==> src/rtl/cpu_core.sv <==
// Multi-cycle accumulator-free CPU core: FETCH/DECODE/OPERAND/MEM/EXEC/HALT sequencer,
// 4-entry register file, Z/C flag ALU, conditional jumps, load/store and an output port.
module cpu_core #(
  parameter int DATA_W = 8,
  parameter int ADDR_W = 8,
  parameter int NREGS  = 4
) (
  input  logic              clk,
  input  logic              reset,
  output logic              mem_req,
  output logic              mem_we,
  output logic [ADDR_W-1:0] mem_addr,
  output logic [DATA_W-1:0] mem_wdata,
  input  logic [DATA_W-1:0] mem_rdata,
  input  logic              mem_ack,
  output logic [DATA_W-1:0] out_data,
  output logic              out_valid,
  output logic [ADDR_W-1:0] pc,
  output logic              halted
);

  typedef enum logic [2:0] {
    S_FETCH   = 3'd0,
    S_DECODE  = 3'd1,
    S_OPERAND = 3'd2,
    S_MEM     = 3'd3,
    S_EXEC    = 3'd4,
    S_HALT    = 3'd5
  } state_t;

  localparam logic [3:0] OP_LDI = 4'h1;
  localparam logic [3:0] OP_LD  = 4'h2;
  localparam logic [3:0] OP_ST  = 4'h3;
  localparam logic [3:0] OP_MOV = 4'h4;
  localparam logic [3:0] OP_ADD = 4'h5;
  localparam logic [3:0] OP_SUB = 4'h6;
  localparam logic [3:0] OP_AND = 4'h7;
  localparam logic [3:0] OP_OR  = 4'h8;
  localparam logic [3:0] OP_XOR = 4'h9;
  localparam logic [3:0] OP_JMP = 4'hA;
  localparam logic [3:0] OP_JZ  = 4'hB;
  localparam logic [3:0] OP_JC  = 4'hC;
  localparam logic [3:0] OP_OUT = 4'hD;
  localparam logic [3:0] OP_HLT = 4'hF;

  localparam logic [ADDR_W-1:0] PC_ONE = {{(ADDR_W-1){1'b0}}, 1'b1};

  state_t              state_q;
  logic [ADDR_W-1:0]   pc_q;
  logic [DATA_W-1:0]   regs_q [NREGS];
  logic                z_q, c_q;
  logic [DATA_W-1:0]   ir_q, opr_q;
  logic                mem_req_q, mem_we_q;
  logic [ADDR_W-1:0]   mem_addr_q;
  logic [DATA_W-1:0]   mem_wdata_q;
  logic [DATA_W-1:0]   out_data_q;
  logic                out_valid_q, halted_q;

  logic [3:0]          op;
  logic [1:0]          rd, rs;
  logic [ADDR_W-1:0]   pc_inc;
  logic [ADDR_W-1:0]   target;
  logic [DATA_W-1:0]   alu_res_d;
  logic                alu_c_d;
  logic                alu_op_d;
  logic                two_word_d;
  logic [ADDR_W-1:0]   exec_pc_d;

  assign op     = ir_q[7:4];
  assign rd     = ir_q[3:2];
  assign rs     = ir_q[1:0];
  assign pc_inc = pc_q + PC_ONE;
  assign target = opr_q[ADDR_W-1:0];

  // ALU result and carry/borrow; flags are committed only for ops 5-9
  always_comb begin
    alu_res_d = regs_q[rd];
    alu_c_d   = 1'b0;
    alu_op_d  = 1'b1;
    case (op)
      OP_ADD:  {alu_c_d, alu_res_d} = {1'b0, regs_q[rd]} + {1'b0, regs_q[rs]};
      OP_SUB:  {alu_c_d, alu_res_d} = {1'b0, regs_q[rd]} - {1'b0, regs_q[rs]};
      OP_AND:  alu_res_d = regs_q[rd] & regs_q[rs];
      OP_OR:   alu_res_d = regs_q[rd] | regs_q[rs];
      OP_XOR:  alu_res_d = regs_q[rd] ^ regs_q[rs];
      default: alu_op_d = 1'b0;
    endcase
  end

  // Instruction-length decode and jump resolution for the EXEC cycle
  always_comb begin
    two_word_d = 1'b0;
    exec_pc_d  = pc_q;
    case (op)
      OP_LDI, OP_LD, OP_ST: two_word_d = 1'b1;
      OP_JMP: begin
        two_word_d = 1'b1;
        exec_pc_d  = target;
      end
      OP_JZ: begin
        two_word_d = 1'b1;
        if (z_q) exec_pc_d = target;
        else     exec_pc_d = pc_q;
      end
      OP_JC: begin
        two_word_d = 1'b1;
        if (c_q) exec_pc_d = target;
        else     exec_pc_d = pc_q;
      end
      default: two_word_d = 1'b0;
    endcase
  end

  // Sequencer: every memory-facing output is registered and changes only with the state
  always_ff @(posedge clk) begin
    if (reset) begin
      state_q     <= S_FETCH;
      pc_q        <= {ADDR_W{1'b0}};
      for (int i = 0; i < NREGS; i++) regs_q[i] <= {DATA_W{1'b0}};
      z_q         <= 1'b0;
      c_q         <= 1'b0;
      ir_q        <= {DATA_W{1'b0}};
      opr_q       <= {DATA_W{1'b0}};
      mem_req_q   <= 1'b0;
      mem_we_q    <= 1'b0;
      mem_addr_q  <= {ADDR_W{1'b0}};
      mem_wdata_q <= {DATA_W{1'b0}};
      out_data_q  <= {DATA_W{1'b0}};
      out_valid_q <= 1'b0;
      halted_q    <= 1'b0;
    end else begin
      out_valid_q <= 1'b0;
      case (state_q)
        S_FETCH: begin
          if (!mem_req_q) begin
            mem_req_q  <= 1'b1;
            mem_we_q   <= 1'b0;
            mem_addr_q <= pc_q;
          end else if (mem_ack) begin
            ir_q      <= mem_rdata;
            pc_q      <= pc_inc;
            mem_req_q <= 1'b0;
            state_q   <= S_DECODE;
          end
        end
        S_DECODE: begin
          if (two_word_d) begin
            mem_req_q  <= 1'b1;
            mem_we_q   <= 1'b0;
            mem_addr_q <= pc_q;
            state_q    <= S_OPERAND;
          end else begin
            state_q <= S_EXEC;
          end
        end
        S_OPERAND: begin
          if (!mem_req_q) begin
            mem_req_q  <= 1'b1;
            mem_we_q   <= 1'b0;
            mem_addr_q <= pc_q;
          end else if (mem_ack) begin
            opr_q     <= mem_rdata;
            pc_q      <= pc_inc;
            mem_req_q <= 1'b0;
            if (op == OP_LD || op == OP_ST) state_q <= S_MEM;
            else                            state_q <= S_EXEC;
          end
        end
        // First MEM cycle launches the data transfer; the fetch follows straight after its ack
        S_MEM: begin
          if (!mem_req_q) begin
            mem_req_q   <= 1'b1;
            mem_we_q    <= (op == OP_ST);
            mem_addr_q  <= target;
            mem_wdata_q <= regs_q[rs];
          end else if (mem_ack) begin
            if (op == OP_LD) regs_q[rd] <= mem_rdata;
            mem_req_q  <= 1'b1;
            mem_we_q   <= 1'b0;
            mem_addr_q <= pc_q;
            state_q    <= S_FETCH;
          end
        end
        S_EXEC: begin
          case (op)
            OP_LDI: regs_q[rd] <= opr_q;
            OP_MOV: regs_q[rd] <= regs_q[rs];
            OP_OUT: begin
              out_data_q  <= regs_q[rs];
              out_valid_q <= 1'b1;
            end
            default: begin
              if (alu_op_d) begin
                regs_q[rd] <= alu_res_d;
                z_q        <= (alu_res_d == {DATA_W{1'b0}});
                c_q        <= alu_c_d;
              end
            end
          endcase
          if (op == OP_HLT) begin
            halted_q <= 1'b1;
            state_q  <= S_HALT;
          end else begin
            pc_q       <= exec_pc_d;
            mem_req_q  <= 1'b1;
            mem_we_q   <= 1'b0;
            mem_addr_q <= exec_pc_d;
            state_q    <= S_FETCH;
          end
        end
        S_HALT: begin
          mem_req_q <= 1'b0;
          mem_we_q  <= 1'b0;
          halted_q  <= 1'b1;
        end
        default: begin
          mem_req_q <= 1'b0;
          mem_we_q  <= 1'b0;
          state_q   <= S_FETCH;
        end
      endcase
    end
  end

  assign mem_req   = mem_req_q;
  assign mem_we    = mem_we_q;
  assign mem_addr  = mem_addr_q;
  assign mem_wdata = mem_wdata_q;
  assign out_data  = out_data_q;
  assign out_valid = out_valid_q;
  assign pc        = pc_q;
  assign halted    = halted_q;

endmodule

==> config.mk <==
export PLATFORM = sky130hd
export DESIGN_NAME = cpu_core
export DESIGN_NICKNAME = d
export VERILOG_FILES = /design/src/rtl/cpu_core.sv
export SDC_FILE = /design/constraint.sdc
export NUM_CORES = 1
export LEC_CHECK = 0
export ABC_CLOCK_PERIOD_IN_PS = 5890
export BUFFER_PORTS_ARGS = -buffer_cell sky130_fd_sc_hd__buf_4
export CORE_MARGIN = 3
export CORE_UTILIZATION = 38
export DETAILED_ROUTE_END_ITERATION = 10
export GPL_TIMING_DRIVEN = 0
export PLACE_DENSITY_LB_ADDON = 0.2
export SETUP_SLACK_MARGIN = 0.3
export SLEW_MARGIN = 0
export SYNTH_ARGS = -nofsm -noshare
export SYNTH_HDL_FRONTEND = slang
export SYNTH_SLANG_ARGS = --single-unit
==> constraint.sdc <==
create_clock -name clk -period 5.89 [get_ports clk]
set_clock_uncertainty 0.2 [all_clocks]
set_input_delay 0.2945 -clock clk [delete_from_list [all_inputs] [get_ports clk]]
set_output_delay 0.2945 -clock clk [all_outputs]
set_load 0.02 [all_outputs]
==> impl_metrics.yaml <==
outcome:
  status: "finished clean"
place:
  portBuffers: 45
  dp_hpwl_um: 12900
  gp_congestion: 0.918
  dp.cells: 875
floorplan:
  fp-row-count: 44
  die_y_um: 129
  die-area_um2: 16500
  core_um2: 14600
  initial_core_util_pct: 39.1
  num_io_pins: 47
  die_x_um: 129
job:
  cap_violations: 0
worst_setup_path:
  cp_max_fo: 8
  critPathBufInv: 3
  cp-start-kind: "register"
  crit_slowest_cell: "mux4_2"
  cp_common_cell: "inv_1"
  critPathMaxStageDelay_ps: 660
  crit_family: "compound AO/OA/AOI/OAI gates"
  cp.required_ps: 5790
  crit_arrival_ps: 4150
  path_cells: "clkbuf_1 > mux4_2 > inv_1 > ha_1 > inv_1 > fa_1 > nand2b_1 > a21oi_1 > a221oi_1 > o211ai_1 > a32oi_1 > o21a_1 > nor2_1"
  critPathCaptureType: "register"
  path_class: "reg -> reg"
global_routing:
  antenna_found_initial: 0
  grt_pass1_vias: 4814
  grt_pass1_wl_um: 27200
  grt-ovfl-total: 0
  grt_max_degree: 16
  grt_util_all_layers_pct: 21.5
layout:
  final_common_cell: "nor2_1"
  multi_input_area_um2: 3230
  stdcell_count: 891
  final_nets: 740
  drive_gt1_share_pct: 16.1
  final-seq-area_um2: 2180
  final_cell_mix: "101 x nor2_1, 68 x a21oi_1, 61 x dfxtp_1"
  antennaDiodeCount: 0
  fin_util_pct: 44.9
  syn2layout_area_growth_pct: 14.9
  nFillCells: 1396
routing:
  drc: 0
  dr.first_iter.drc_count: 488
  antenna_left: 0
  routed_wl_um: 17700
  firstDrtPassIters: 5
  num_vias: 5191
  wl_per_cell_um: 19.8
  via_per_inst: 5.83
clock_tree:
  cts_tree: "yes"
  ctsResizeCount: 0
  cts.sinks: 93
  clockBufferDepth: 2
  h-tree-depth: 3
  clk_pin_slew_ps: 70
  clk-insertion-delay-late_ps: 360
  cts_buffers: 9
  cts_setup_buffers: 0
  hold_buffers: 0
  cts_root_buf: "clkbuf_16"
timing:
  setup_viol: 0
  final-max-slew-violation-count: 0
  timing.hold.ws_ps: 14.8
  period_needed_ps: 4260
  rsz0062_at_grt: "false"
  fmax_mhz: 235
  min_period_over_period_pct: 72.3
  setup-tns-final_ps: 0
  worstMarginPinSlew_ps: 1010
  hold_viol_final: 0
  maxSlewHeadroom_pct: 32.6
yosys:
  synth_cells: 646
  synth_fp_nets: 684
  async_reset_ff_share_pct: 0
  synth_xor_xnor_area_share_pct: 0.461
  yosys_warnings: 0
  ys_seq_area_share_pct: 38.3
  syn_avg_cell_area_um2: 8.83
  synth_cell_type_count: 73
  synthSimpleGateAreaFrac_pct: 20.3
  netlist_area_um2: 5700
  synth_top_family_by_area: "compound AO/OA/AOI/OAI gates"
  synth.area.mux_share_pct: 9.30
  synth_edf_count: 32
  synth-compound-area-share_pct: 20.3
  synthFlopType: "dfxtp_1"
  synth_fa_ha_area_share_pct: 6.19
  ys_seq_elements: 93
power:
  p_sw_w: 0.000688
  p_int_w: 0.00126
  vdd_ir_drop_max_mv: 0.198
  power.share.sequential_pct: 38.6
  p_leak_nw: 2.38
  switching_share_pct: 35.4
  combPwrFrac_pct: 32.8
  power_density_nw_per_um2: 297
  p_clk_share_pct: 28.6
hold_path:
  hp-class: "in -> reg"
[power groups by stage]
stage          Sequential, W  Combinational (W)  Clock, W
2_1_floorplan       0.000785           0.000416         0
3_3_place_gp        0.000760           0.000619         0
3_5_place_dp        0.000763           0.000627         0
4_1_cts             0.000749           0.000630  0.000569
5_1_grt             0.000756           0.000702  0.000593
6_report            0.000750           0.000637  0.000557
[cells in the mapped netlist (all sizes together) (3+ instances only)]
cell type	number	area (um^2)
nor2	101	379
a21oi	69	349
dfxtp	61	1220
nand2	50	188
o21ai	42	221
edfxtp	32	961
inv	26	97.6
ha	25	313
clkbuf	22	82.6
buf	20	116
mux2i	17	170
mux4	16	360
nand3	16	80.1
a211oi	13	97.6
or3	11	68.8
nand2b	10	70.1
nor2b	10	65.1
nor3	10	55.1
o22ai	10	62.6
a31oi	7	43.8
a22oi	4	30.0
nand3b	4	30.0
nor3b	4	46.3
or2	4	25.0
a211o	3	26.3
a221oi	3	26.3
and2	3	21.3
and3	3	18.8
o21a	3	22.5
o221ai	3	26.3
o22a	3	26.3
or3b	3	26.3
xnor2	3	26.3
[kinds of logic after synthesis]
kind of cell               count (synthesis)
DFF                                       93
buffers and inverters                     68
xor gates and xnor gates                   3
AOI/OAI and AO/OA                        183
adders and majority gates                 27
muxes                                     33
and+or+nand+nor                          239
[worst reg2reg max path: stages (launching register included)]
cell and delay [ps]:
dfxtp_1 310, clkbuf_1 570, mux4_2 660, inv_1 130, ha_1 180, inv_1 60
fa_1 430, nand2b_1 110, a21oi_1 110, a221oi_1 470, o211ai_1 170, a32oi_1 280
o21a_1 240, nor2_1 70
[path summary, 6_finish.rpt]
| check | start | slack, ps | cells past startpoint | to |
|---|---|---|---|---|
| setup / recovery | register | 1630 | 13 | regs_q[2][6] |
| setup reg to reg | register | 1630 | 13 | regs_q[2][6] |
| hold reg to reg | mem_we | 250 | 2 | mem_we |
| hold / removal | mem_rdata[0] | 10 | 3 | opr_q[0] |
[state kept, by name (all words and copies together) (netlist names), 3 cells and up, named ones only]
| register | flops |
|---|---|
| mem_wdata | 8 |
| regs_q | 32 |
| out_data | 8 |
| opr_q | 8 |
| state_q | 3 |
| pc | 8 |
| ir_q | 8 |
| mem_addr | 8 |
[stage by stage]
| step | setup WS [ps] | instance area, um^2 | power (W) |
|---|---|---|---|
| after detailed placement | 1690 | 6270 | 0.00139 |
| after global routing | 1360 | 6550 | 0.00205 |
| after global placement | 1740 | 6270 | 0.00138 |
| after floorplan | 2320 | 5700 | 0.00120 |
| final | 1630 | 6550 | 0.00194 |
| after CTS | 1680 | 6550 | 0.00195 |
[area by class of cell]
class	count	area share (%)
buffer	42	3.04
clock buffer	12	3.80
clock inverter	4	0.477
inverter	26	1.49
multi-input combinational	485	49.2
sequential	93	33.3
tap	184	3.51
timing repair buffer	45	5.16
[layer usage]
layer	vias to the layer above	part of all wire (%)	track usage, %
met5	-	0	0
met3	25	8.2	4.57
li1	2444	-	-
met4	0	2.4	7.29
met2	241	46	32.9
met1	2481	44	30.5
(Power assumes the default switching activity.)
